**src/rtl/recplay_pkg.sv**
```systemverilog
// Shared types for the stream recorder/player: FSM state encodings and the
// pass-counter width.
package recplay_pkg;

   localparam int LOOP_W = 8;

   typedef enum logic [1:0] {
      REC_IDLE,
      REC_REC,
      REC_DONE
   } RecState_t;

   typedef enum logic [1:0] {
      PLAY_IDLE,
      PLAY_PLAY,
      PLAY_DRAIN,
      PLAY_DONE
   } PlayState_t;

endpackage

```
**src/rtl/stream_recorder_player_if.sv**
```systemverilog
// AXI4-Stream style beat bundle (data/valid/last/ready) used for both the
// record input and the playback output.
//
// Handshake: a beat transfers on a rising edge where valid & ready are both
// high. Once valid is asserted, data and last stay stable and valid stays high
// until that transfer. ready may change freely.
interface stream_recorder_player_if #(
   parameter int DATA_WIDTH = 8
);
   logic [DATA_WIDTH-1:0] data;
   logic                  valid;
   logic                  last;
   logic                  ready;

   modport master (output data, output valid, output last, input ready);
   modport slave  (input data, input valid, input last, output ready);
endinterface

```
**src/rtl/recplay_ram.sv**
```systemverilog
// Simple dual-port frame buffer: one write port, one registered read port.
// The array has no reset.
module recplay_ram #(
   parameter int DATA_WIDTH = 8,
   parameter int ADDR_WIDTH = 8
) (
   input  logic                  clk,
   input  logic                  we,
   input  logic [ADDR_WIDTH-1:0] waddr,
   input  logic [DATA_WIDTH-1:0] wdata,
   input  logic                  re,
   input  logic [ADDR_WIDTH-1:0] raddr,
   output logic [DATA_WIDTH-1:0] rdata
);
   logic [DATA_WIDTH-1:0] mem [0:(1<<ADDR_WIDTH)-1];

   always_ff @(posedge clk) begin
      if (we) mem[waddr] <= wdata;
      if (re) rdata <= mem[raddr];
   end
endmodule

```
**src/rtl/stream_recorder_player.sv**
```systemverilog
// Records one stream frame into RAM and replays it once, N times or forever.
// Optional build macro RECPLAY_BYPASS_EN: pass-through in_* -> out_* while idle.
module stream_recorder_player
   import recplay_pkg::*;
#(
   parameter int DATA_WIDTH = 8,
   parameter int ADDR_WIDTH = 8
) (
   input  logic                    clk,
   input  logic                    reset,
   input  logic                    record,
   input  logic                    play,
   input  logic [LOOP_W-1:0]       loop_count,
   stream_recorder_player_if.slave  in_s,
   stream_recorder_player_if.master out_m,
   output logic [ADDR_WIDTH:0]     recorded_len,
   output logic                    truncated,
   output logic                    busy,
   output RecState_t               rec_state,
   output PlayState_t              play_state
);
   localparam int LW = ADDR_WIDTH + 1;
   localparam logic [LW-1:0] DEPTH = LW'(1 << ADDR_WIDTH);

   RecState_t             rec_state_q, rec_state_d;
   PlayState_t            play_state_q, play_state_d;
   logic [LW-1:0]         wr_ptr_q, wr_ptr_d, len_q, len_d, rd_ptr_q, rd_ptr_d;
   logic                  trunc_q, trunc_d;
   logic [LOOP_W-1:0]     pass_q, pass_d;
   logic                  issue_done_q, issue_done_d;
   logic                  rd_vld_q, rd_vld_d, rd_last_q, rd_last_d, rd_fin_q, rd_fin_d;
   logic [DATA_WIDTH-1:0] out_data_q, out_data_d;
   logic                  out_valid_q, out_valid_d, out_last_q, out_last_d;
   logic                  out_fin_q, out_fin_d;
   logic                  busy_q, busy_d;
   logic                  rec_ready, accept, rd_en, out_load, word_last, pass_final;
   logic                  start_ok;
   logic [DATA_WIDTH-1:0] ram_rdata;

`ifdef RECPLAY_BYPASS_EN
   logic both_idle, bypass;
   // A beat stalled mid-handshake keeps the pass-through alive until it moves.
   assign both_idle = (rec_state_q == REC_IDLE) && (play_state_q == PLAY_IDLE);
   assign start_ok  = !(in_s.valid && !out_m.ready);
   assign bypass    = both_idle && !((record || play) && start_ok);
   assign in_s.ready  = bypass ? out_m.ready : rec_ready;
   assign out_m.valid = bypass ? in_s.valid  : out_valid_q;
   assign out_m.data  = bypass ? in_s.data   : out_data_q;
   assign out_m.last  = bypass ? in_s.last   : out_last_q;
`else
   assign start_ok    = 1'b1;
   assign in_s.ready  = rec_ready;
   assign out_m.valid = out_valid_q;
   assign out_m.data  = out_data_q;
   assign out_m.last  = out_last_q;
`endif

   assign rec_ready    = (rec_state_q == REC_REC) && !wr_ptr_q[ADDR_WIDTH];
   assign accept       = rec_ready && in_s.valid;
   assign recorded_len = len_q;
   assign truncated    = trunc_q;
   assign busy         = busy_q;
   assign rec_state    = rec_state_q;
   assign play_state   = play_state_q;

   recplay_ram #(.DATA_WIDTH(DATA_WIDTH), .ADDR_WIDTH(ADDR_WIDTH)) u_ram (
      .clk   (clk),
      .we    (accept),
      .waddr (wr_ptr_q[ADDR_WIDTH-1:0]),
      .wdata (in_s.data),
      .re    (rd_en),
      .raddr (rd_ptr_q[ADDR_WIDTH-1:0]),
      .rdata (ram_rdata)
   );

   always_comb begin : rec_fsm
      rec_state_d = rec_state_q;
      wr_ptr_d    = wr_ptr_q;
      len_d       = len_q;
      trunc_d     = trunc_q;
      case (rec_state_q)
         REC_IDLE: if (record && play_state_q == PLAY_IDLE && start_ok) begin
            rec_state_d = REC_REC;
            wr_ptr_d    = '0;
            len_d       = '0;
            trunc_d     = 1'b0;
         end
         REC_REC: begin
            if (accept) wr_ptr_d = wr_ptr_q + LW'(1);
            if (accept && (in_s.last || wr_ptr_d == DEPTH)) begin
               rec_state_d = REC_DONE;
               len_d       = wr_ptr_d;
               trunc_d     = !in_s.last;
            end else if (!record) begin
               rec_state_d = REC_IDLE;
               len_d       = wr_ptr_d;
            end
         end
         REC_DONE: if (!record) rec_state_d = REC_IDLE;
         default:  rec_state_d = REC_IDLE;
      endcase
   end

   // Reads are issued only when the one-word prefetch slot will be free, so the
   // RAM output itself holds the prefetched word while the output is stalled.
   assign word_last  = (rd_ptr_q == len_q - LW'(1));
   assign pass_final = (loop_count != '0) && (pass_q == loop_count - LOOP_W'(1));
   assign out_load   = (play_state_q == PLAY_PLAY) && rd_vld_q && (!out_valid_q || out_m.ready);
   assign rd_en      = (play_state_q == PLAY_PLAY) && (len_q != '0) && !issue_done_q &&
                       (!rd_vld_q || out_load);

   always_comb begin : play_fsm
      play_state_d = play_state_q;
      rd_ptr_d     = rd_ptr_q;
      pass_d       = pass_q;
      issue_done_d = issue_done_q;
      rd_vld_d     = rd_vld_q;
      rd_last_d    = rd_last_q;
      rd_fin_d     = rd_fin_q;
      out_valid_d  = out_valid_q;
      out_data_d   = out_data_q;
      out_last_d   = out_last_q;
      out_fin_d    = out_fin_q;

      if (rd_en) begin
         rd_vld_d  = 1'b1;
         rd_last_d = word_last;
         rd_fin_d  = word_last && pass_final;
         if (word_last) begin
            rd_ptr_d     = '0;
            pass_d       = pass_q + LOOP_W'(1);
            issue_done_d = pass_final;
         end else begin
            rd_ptr_d = rd_ptr_q + LW'(1);
         end
      end else if (out_load) begin
         rd_vld_d = 1'b0;
      end

      if (out_load) begin
         out_valid_d = 1'b1;
         out_data_d  = ram_rdata;
         out_last_d  = rd_last_q;
         out_fin_d   = rd_fin_q;
      end else if (out_m.ready) begin
         out_valid_d = 1'b0;
      end

      case (play_state_q)
         PLAY_IDLE: if (play && !record && rec_state_q == REC_IDLE && start_ok) begin
            play_state_d = PLAY_PLAY;
            rd_ptr_d     = '0;
            pass_d       = '0;
            issue_done_d = 1'b0;
            rd_vld_d     = 1'b0;
            out_valid_d  = 1'b0;
         end
         PLAY_PLAY: begin
            if (!play) begin
               play_state_d = PLAY_DRAIN;
               rd_vld_d     = 1'b0;
            end else if (len_q == '0) begin
               play_state_d = PLAY_DONE;
            end else if (out_valid_q && out_m.ready && out_fin_q) begin
               play_state_d = PLAY_DONE;
            end
         end
         PLAY_DRAIN: begin
            rd_vld_d = 1'b0;
            if (!out_valid_d) play_state_d = PLAY_IDLE;
         end
         PLAY_DONE: if (!play) play_state_d = PLAY_IDLE;
         default:   play_state_d = PLAY_IDLE;
      endcase

      busy_d = (rec_state_d != REC_IDLE) || (play_state_d != PLAY_IDLE);
   end

   always_ff @(posedge clk or posedge reset) begin
      if (reset) begin
         rec_state_q  <= REC_IDLE;
         play_state_q <= PLAY_IDLE;
         wr_ptr_q     <= '0;
         len_q        <= '0;
         trunc_q      <= 1'b0;
         rd_ptr_q     <= '0;
         pass_q       <= '0;
         issue_done_q <= 1'b0;
         rd_vld_q     <= 1'b0;
         rd_last_q    <= 1'b0;
         rd_fin_q     <= 1'b0;
         out_valid_q  <= 1'b0;
         out_data_q   <= '0;
         out_last_q   <= 1'b0;
         out_fin_q    <= 1'b0;
         busy_q       <= 1'b0;
      end else begin
         rec_state_q  <= rec_state_d;
         play_state_q <= play_state_d;
         wr_ptr_q     <= wr_ptr_d;
         len_q        <= len_d;
         trunc_q      <= trunc_d;
         rd_ptr_q     <= rd_ptr_d;
         pass_q       <= pass_d;
         issue_done_q <= issue_done_d;
         rd_vld_q     <= rd_vld_d;
         rd_last_q    <= rd_last_d;
         rd_fin_q     <= rd_fin_d;
         out_valid_q  <= out_valid_d;
         out_data_q   <= out_data_d;
         out_last_q   <= out_last_d;
         out_fin_q    <= out_fin_d;
         busy_q       <= busy_d;
      end
   end
endmodule

```
**src/flat_wrapper.sv**
```systemverilog
// flat-port wrapper written by rule: the top's interface ports become plain ports
module stream_recorder_player_flat import recplay_pkg::*;
#(
   parameter int DATA_WIDTH = 8,
   parameter int ADDR_WIDTH = 8
)
  (clk, reset, record, play, loop_count, recorded_len, truncated, busy, rec_state, play_state, in_s_data, in_s_valid, in_s_last, in_s_ready, out_m_data, out_m_valid, out_m_last, out_m_ready);
  stream_recorder_player_if #(.DATA_WIDTH(DATA_WIDTH)) in_s_i ();
  stream_recorder_player_if #(.DATA_WIDTH(DATA_WIDTH)) out_m_i ();
  input  logic clk;
  input  logic reset;
  input  logic record;
  input  logic play;
  input  logic [LOOP_W-1:0] loop_count;
  output logic [ADDR_WIDTH:0] recorded_len;
  output logic truncated;
  output logic busy;
  output RecState_t rec_state;
  output PlayState_t play_state;
  input wire logic [$bits(in_s_i.data)-1:0] in_s_data;
  input wire logic [$bits(in_s_i.valid)-1:0] in_s_valid;
  input wire logic [$bits(in_s_i.last)-1:0] in_s_last;
  output wire logic [$bits(in_s_i.ready)-1:0] in_s_ready;
  output wire logic [$bits(out_m_i.data)-1:0] out_m_data;
  output wire logic [$bits(out_m_i.valid)-1:0] out_m_valid;
  output wire logic [$bits(out_m_i.last)-1:0] out_m_last;
  input wire logic [$bits(out_m_i.ready)-1:0] out_m_ready;
  assign in_s_i.data = in_s_data;
  assign in_s_i.valid = in_s_valid;
  assign in_s_i.last = in_s_last;
  assign in_s_ready = in_s_i.ready;
  assign out_m_data = out_m_i.data;
  assign out_m_valid = out_m_i.valid;
  assign out_m_last = out_m_i.last;
  assign out_m_i.ready = out_m_ready;
  stream_recorder_player #(.DATA_WIDTH(DATA_WIDTH), .ADDR_WIDTH(ADDR_WIDTH)) u_core (.clk(clk), .reset(reset), .record(record), .play(play), .loop_count(loop_count), .in_s(in_s_i), .out_m(out_m_i), .recorded_len(recorded_len), .truncated(truncated), .busy(busy), .rec_state(rec_state), .play_state(play_state));
endmodule
```
**config.mk**
```make
export PLATFORM = sky130hd
export DESIGN_NAME = stream_recorder_player_flat
export DESIGN_NICKNAME = d
export VERILOG_FILES = /design/src/rtl/recplay_pkg.sv /design/src/rtl/stream_recorder_player_if.sv /design/src/rtl/recplay_ram.sv /design/src/rtl/stream_recorder_player.sv /design/src/flat_wrapper.sv
export SDC_FILE = /design/constraint.sdc
export NUM_CORES = 2
export LEC_CHECK = 0
export BUFFER_PORTS_ARGS = -buffer_cell sky130_fd_sc_hd__buf_2
export CAP_MARGIN = 40
export CORE_MARGIN = 5
export CORE_UTILIZATION = 40
export DETAILED_ROUTE_END_ITERATION = 16
export SLEW_MARGIN = 15
export SYNTH_ARGS = -nofsm -noshare
export SYNTH_HDL_FRONTEND = slang
export SYNTH_SLANG_ARGS = --single-unit
```
**constraint.sdc**
```tcl
create_clock -name clk -period 7.5 [get_ports clk]
set_clock_uncertainty 0.2 [all_clocks]
set_input_delay 0.75 -clock clk [delete_from_list [all_inputs] [get_ports clk]]
set_output_delay 0.75 -clock clk [all_outputs]
set_load 0.05 [all_outputs]
```
==> flow_metrics.py <==
metrics = {
    "floorplanning": {
        "die_w_um": 465,
        "ios": 49,
        "start_util_pct": 40.1,
        "num_rows": 167,
        "core_um2": 207000,
        "fp.dieH_um": 465,
        "die-area_um2": 217000,
    },
    "logic_synthesis": {
        "yosysMostFrequentCell": "edfxtp_1",
        "syn_area_um2": 82900,
        "synth_edf_count": 2056,
        "synth_fa_ha_area_share_pct": 0.136,
        "synth_area_leader_cell": "edfxtp_1",
        "ys_ff_latch": 2112,
        "synth_top_family_by_area": "multiplexers",
        "synth_cells": 4103,
        "async_flop_share_pct": 2.65,
        "synthSimpleGateAreaFrac_pct": 3.22,
        "syn_nets": 4135,
        "avgSynthCellArea_um2": 20.2,
        "synth_compound_gate_area_share_pct": 3.63,
        "synth-xor-area-share_pct": 0.333,
        "yosys_warnings": 0,
        "ys_types": 79,
        "synth.area.mux_share_pct": 14.9,
        "yosys-top-cells-area": "edfxtp_1 (74%), mux4_2 (12%), mux2i_1 (2.1%), dfrtp_1 (1.7%), nor2_1 (1.4%)",
        "synth_common_cells": "edfxtp_1 (2056), mux4_2 (454), nor2_1 (319)",
        "synthFlopType": "edfxtp_1",
        "synth_top_area_share_pct": 74.4,
        "ys_seq_area_share_pct": 76.1,
    },
    "routing": {
        "drt_pass1_iterations": 6,
        "drc": 0,
        "via_count": 43400,
        "drt_iter0_drc": 5882,
        "postRouteAntennaNets": 0,
        "wire_per_inst_um": 32.2,
        "routed_wl_um": 232000,
        "avgViaCountPerCell": 6.02,
    },
    "placed_design": {
        "dp_hpwl_um": 140000,
        "numPortBuffers": 48,
        "gp_congestion": 0.847,
        "placed_area_um2": 87200,
    },
    "global_routing": {
        "grt_antenna_before_repair": 6,
        "met1_usage_pct": 29.7,
        "grt_pass1_wl_um": 329000,
        "grt_max_degree": 159,
        "met2_usage_pct": 32.6,
        "top_usage_layer": "met2",
        "grt.total_usage_pct": 21.1,
        "met3_usage_pct": 5.15,
        "overflow": 0,
        "grt_pass1_vias": 42800,
    },
    "setup_path": {
        "crit_chain": "buf_12 -> mux4_2 -> a22oi_1 -> a21oi_1 -> or4_1 -> o21ai_0 -> o22ai_1",
        "crit_start": "u_core.rd_ptr_q[0]",
        "arrival_ns": 5.17,
        "worst_setup_path_end_kind": "flip-flop",
        "startpoint_type": "flip-flop",
        "required_ns": 7.84,
        "cpPeakStageDelay_ns": 0.75,
        "cp_max_fo": 98,
        "criticalPathCategory": "flip-flop to flip-flop",
        "r2r-start": "u_core.rd_ptr_q[0]",
        "slowest_stage": "dfrtp_4",
    },
    "cts": {
        "clk_latency_ns": 0.85,
        "ctsHtreeMaxLevel": 4,
        "clk_path_buf_depth": 3,
        "cts_made_buffers": 207,
        "cts_tree": "yes",
        "clk_pin_slew_ns": 0.06,
        "clock-sinks": 2112,
        "clockRootBuffer": "clkbuf_16",
        "cts_resized": 0,
    },
    "timing": {
        "min_period_ns": 4.82,
        "tightest_slew_ns": 1.00,
        "hold_viol": 0,
        "setup_viol": 0,
        "max_clock_freq_ghz": 0.207,
        "slew_violations": 0,
        "rsz0062_at_grt": "false",
        "tns_ns": 0,
        "final.period_utilization_pct": 64.3,
        "holdWs_ns": 0.224,
        "slew_headroom_pct": 33.3,
    },
    "worst_hold_path": {
        "min_from": "loop_count[7]",
        "hold_class": "input port to flip-flop",
    },
    "finish": {
        "finalInstanceArea_um2": 94500,
        "syn2layout_area_growth_pct": 13.9,
        "nNetsFinal": 4365,
        "multi_input_area_um2": 18600,
        "utilization_pct": 45.7,
        "fillCellCount": 17200,
        "final_layout_size_suffix_gt1_share_pct": 24.7,
        "seqCellArea_um2": 63200,
    },
    "flow_run": {
        "maxCapViolCount": 0,
    },
    "run_status": {
        "status": "finished clean",
    },
    "power": {
        "peakVddDrop_v": 0.000223,
        "power.density_nw_per_um2": 296,
        "leakagePower_nw": 29.1,
    },
}
==> per-stage QoR <==
stage	power (mW)	setup slack [ns]	cells
2_1_floorplan	16.2	4.35	4103
3_3_place_gp	17.7	2.48	6693
3_5_place_dp	17.7	2.75	6783
4_1_cts	28.1	2.73	7162
5_1_grt	28.8	2.64	7202
6_report	27.9	2.68	7208
==> cell type report <==
type | instances | area share (%)
sequential | 2112 | 66.8
timing repair buffer | 273 | 2.64
antenna | 6 | 0.0159
clock buffer | 250 | 5.71
clock inverter | 124 | 1.47
tap | 2704 | 3.58
inverter | 26 | 0.106
multi-input combinational | 1713 | 19.6
==> cells by family (layout without fill, tap and decap cells) <==
group	count (synthesis)	in the layout
buffers and inverters	278	673
flip-flops	2112	2112
XOR/XNOR	30	30
adder cells (fa/ha/maj)	9	9
multiplexers	661	661
AO/OA/AOI/OAI	422	422
other	0	6
AND/OR/NAND/NOR	591	591
==> where the power goes <==
part	switching [mW]	internal, mW	total [mW]
Sequential	0.136	13.0	13.2
Combinational	2.56	1.76	4.32
Clock	4.50	5.95	10.5
==> sequential cells by signal (all words and copies together) (netlist names), 2 cells and up <==
| signal | count |
|---|---|
| u_core.pass_q | 8 |
| u_core.rd_ptr_q | 9 |
| u_core.out_m.data | 8 |
| u_core.wr_ptr_q | 9 |
| u_core.u_ram.mem | 2048 |
| u_core.play_state | 2 |
| u_core.rec_state | 2 |
| u_core.u_ram.rdata | 8 |
| u_core.recorded_len | 9 |
==> critical path: cells and delay by family (launching register included) <==
| family | cells | cell delay [ns] |
|---|---|---|
| AO/OA/AOI/OAI | 4 | 1.46 |
| flip-flops | 1 | 0.75 |
| AND/OR/NAND/NOR | 1 | 0.67 |
| multiplexers | 1 | 0.61 |
| buffers and inverters | 1 | 0.57 |
==> routing by layer <==
| layer | vias up | share of wire, % |
|---|---|---|
| li1 | 17500 | - |
| met5 | - | 0.020 |
| met2 | 2321 | 46 |
| met1 | 23200 | 40 |
| met4 | 6 | 3.5 |
| met3 | 425 | 9.7 |
==> timing repair <==
action | 4_1_cts | 5_1_grt
buffers inserted | 0 | 0
hold buffers | 5 | 0
endpoints found under the setup margin | 0 | 0
endpoints found under the hold margin | 60 | 0
==> final timing paths <==
path	endpoint	slack [ns]	depth (start not counted)
worst max register to register	u_core.u_ram.rdata[1]	2.68	7
worst min register to register	u_core.out_m.last	0.30	1
worst max-delay path	u_core.u_ram.rdata[1]	2.68	7
min in group asynchronous	u_core.out_m.data[7]	0.47	4
max in group asynchronous	u_core.rd_ptr_q[0]	6.05	4
worst min-delay path	u_core.issue_done_q	0.22	5
==> cell usage in the layout (no fill, tap or decap), types with 10 or more instances in the layout <==
master	count
edfxtp_1	2056
mux4_2	454
nor2_1	316
clkbuf_16	207
buf_4	182
mux2i_1	178
nand2_1	86
a22oi_1	85
a21oi_1	78
o21ai_0	50
dfrtp_1	49
buf_2	43
clkinv_2	40
clkinv_1	40
clkbuf_1	38
a221oi_1	32
nand3_1	30
o221ai_1	30
mux2_2	29
nor3_1	27
bufinv_16	24
inv_1	22
o22ai_1	21
xnor2_1	20
a211oi_1	20
nand4_1	16
nor4_1	15
a22o_1	15
buf_16	15
clkbuf_8	13
buf_12	12
nand2b_1	10
nor2b_1	10
(Power assumes the default switching activity.)
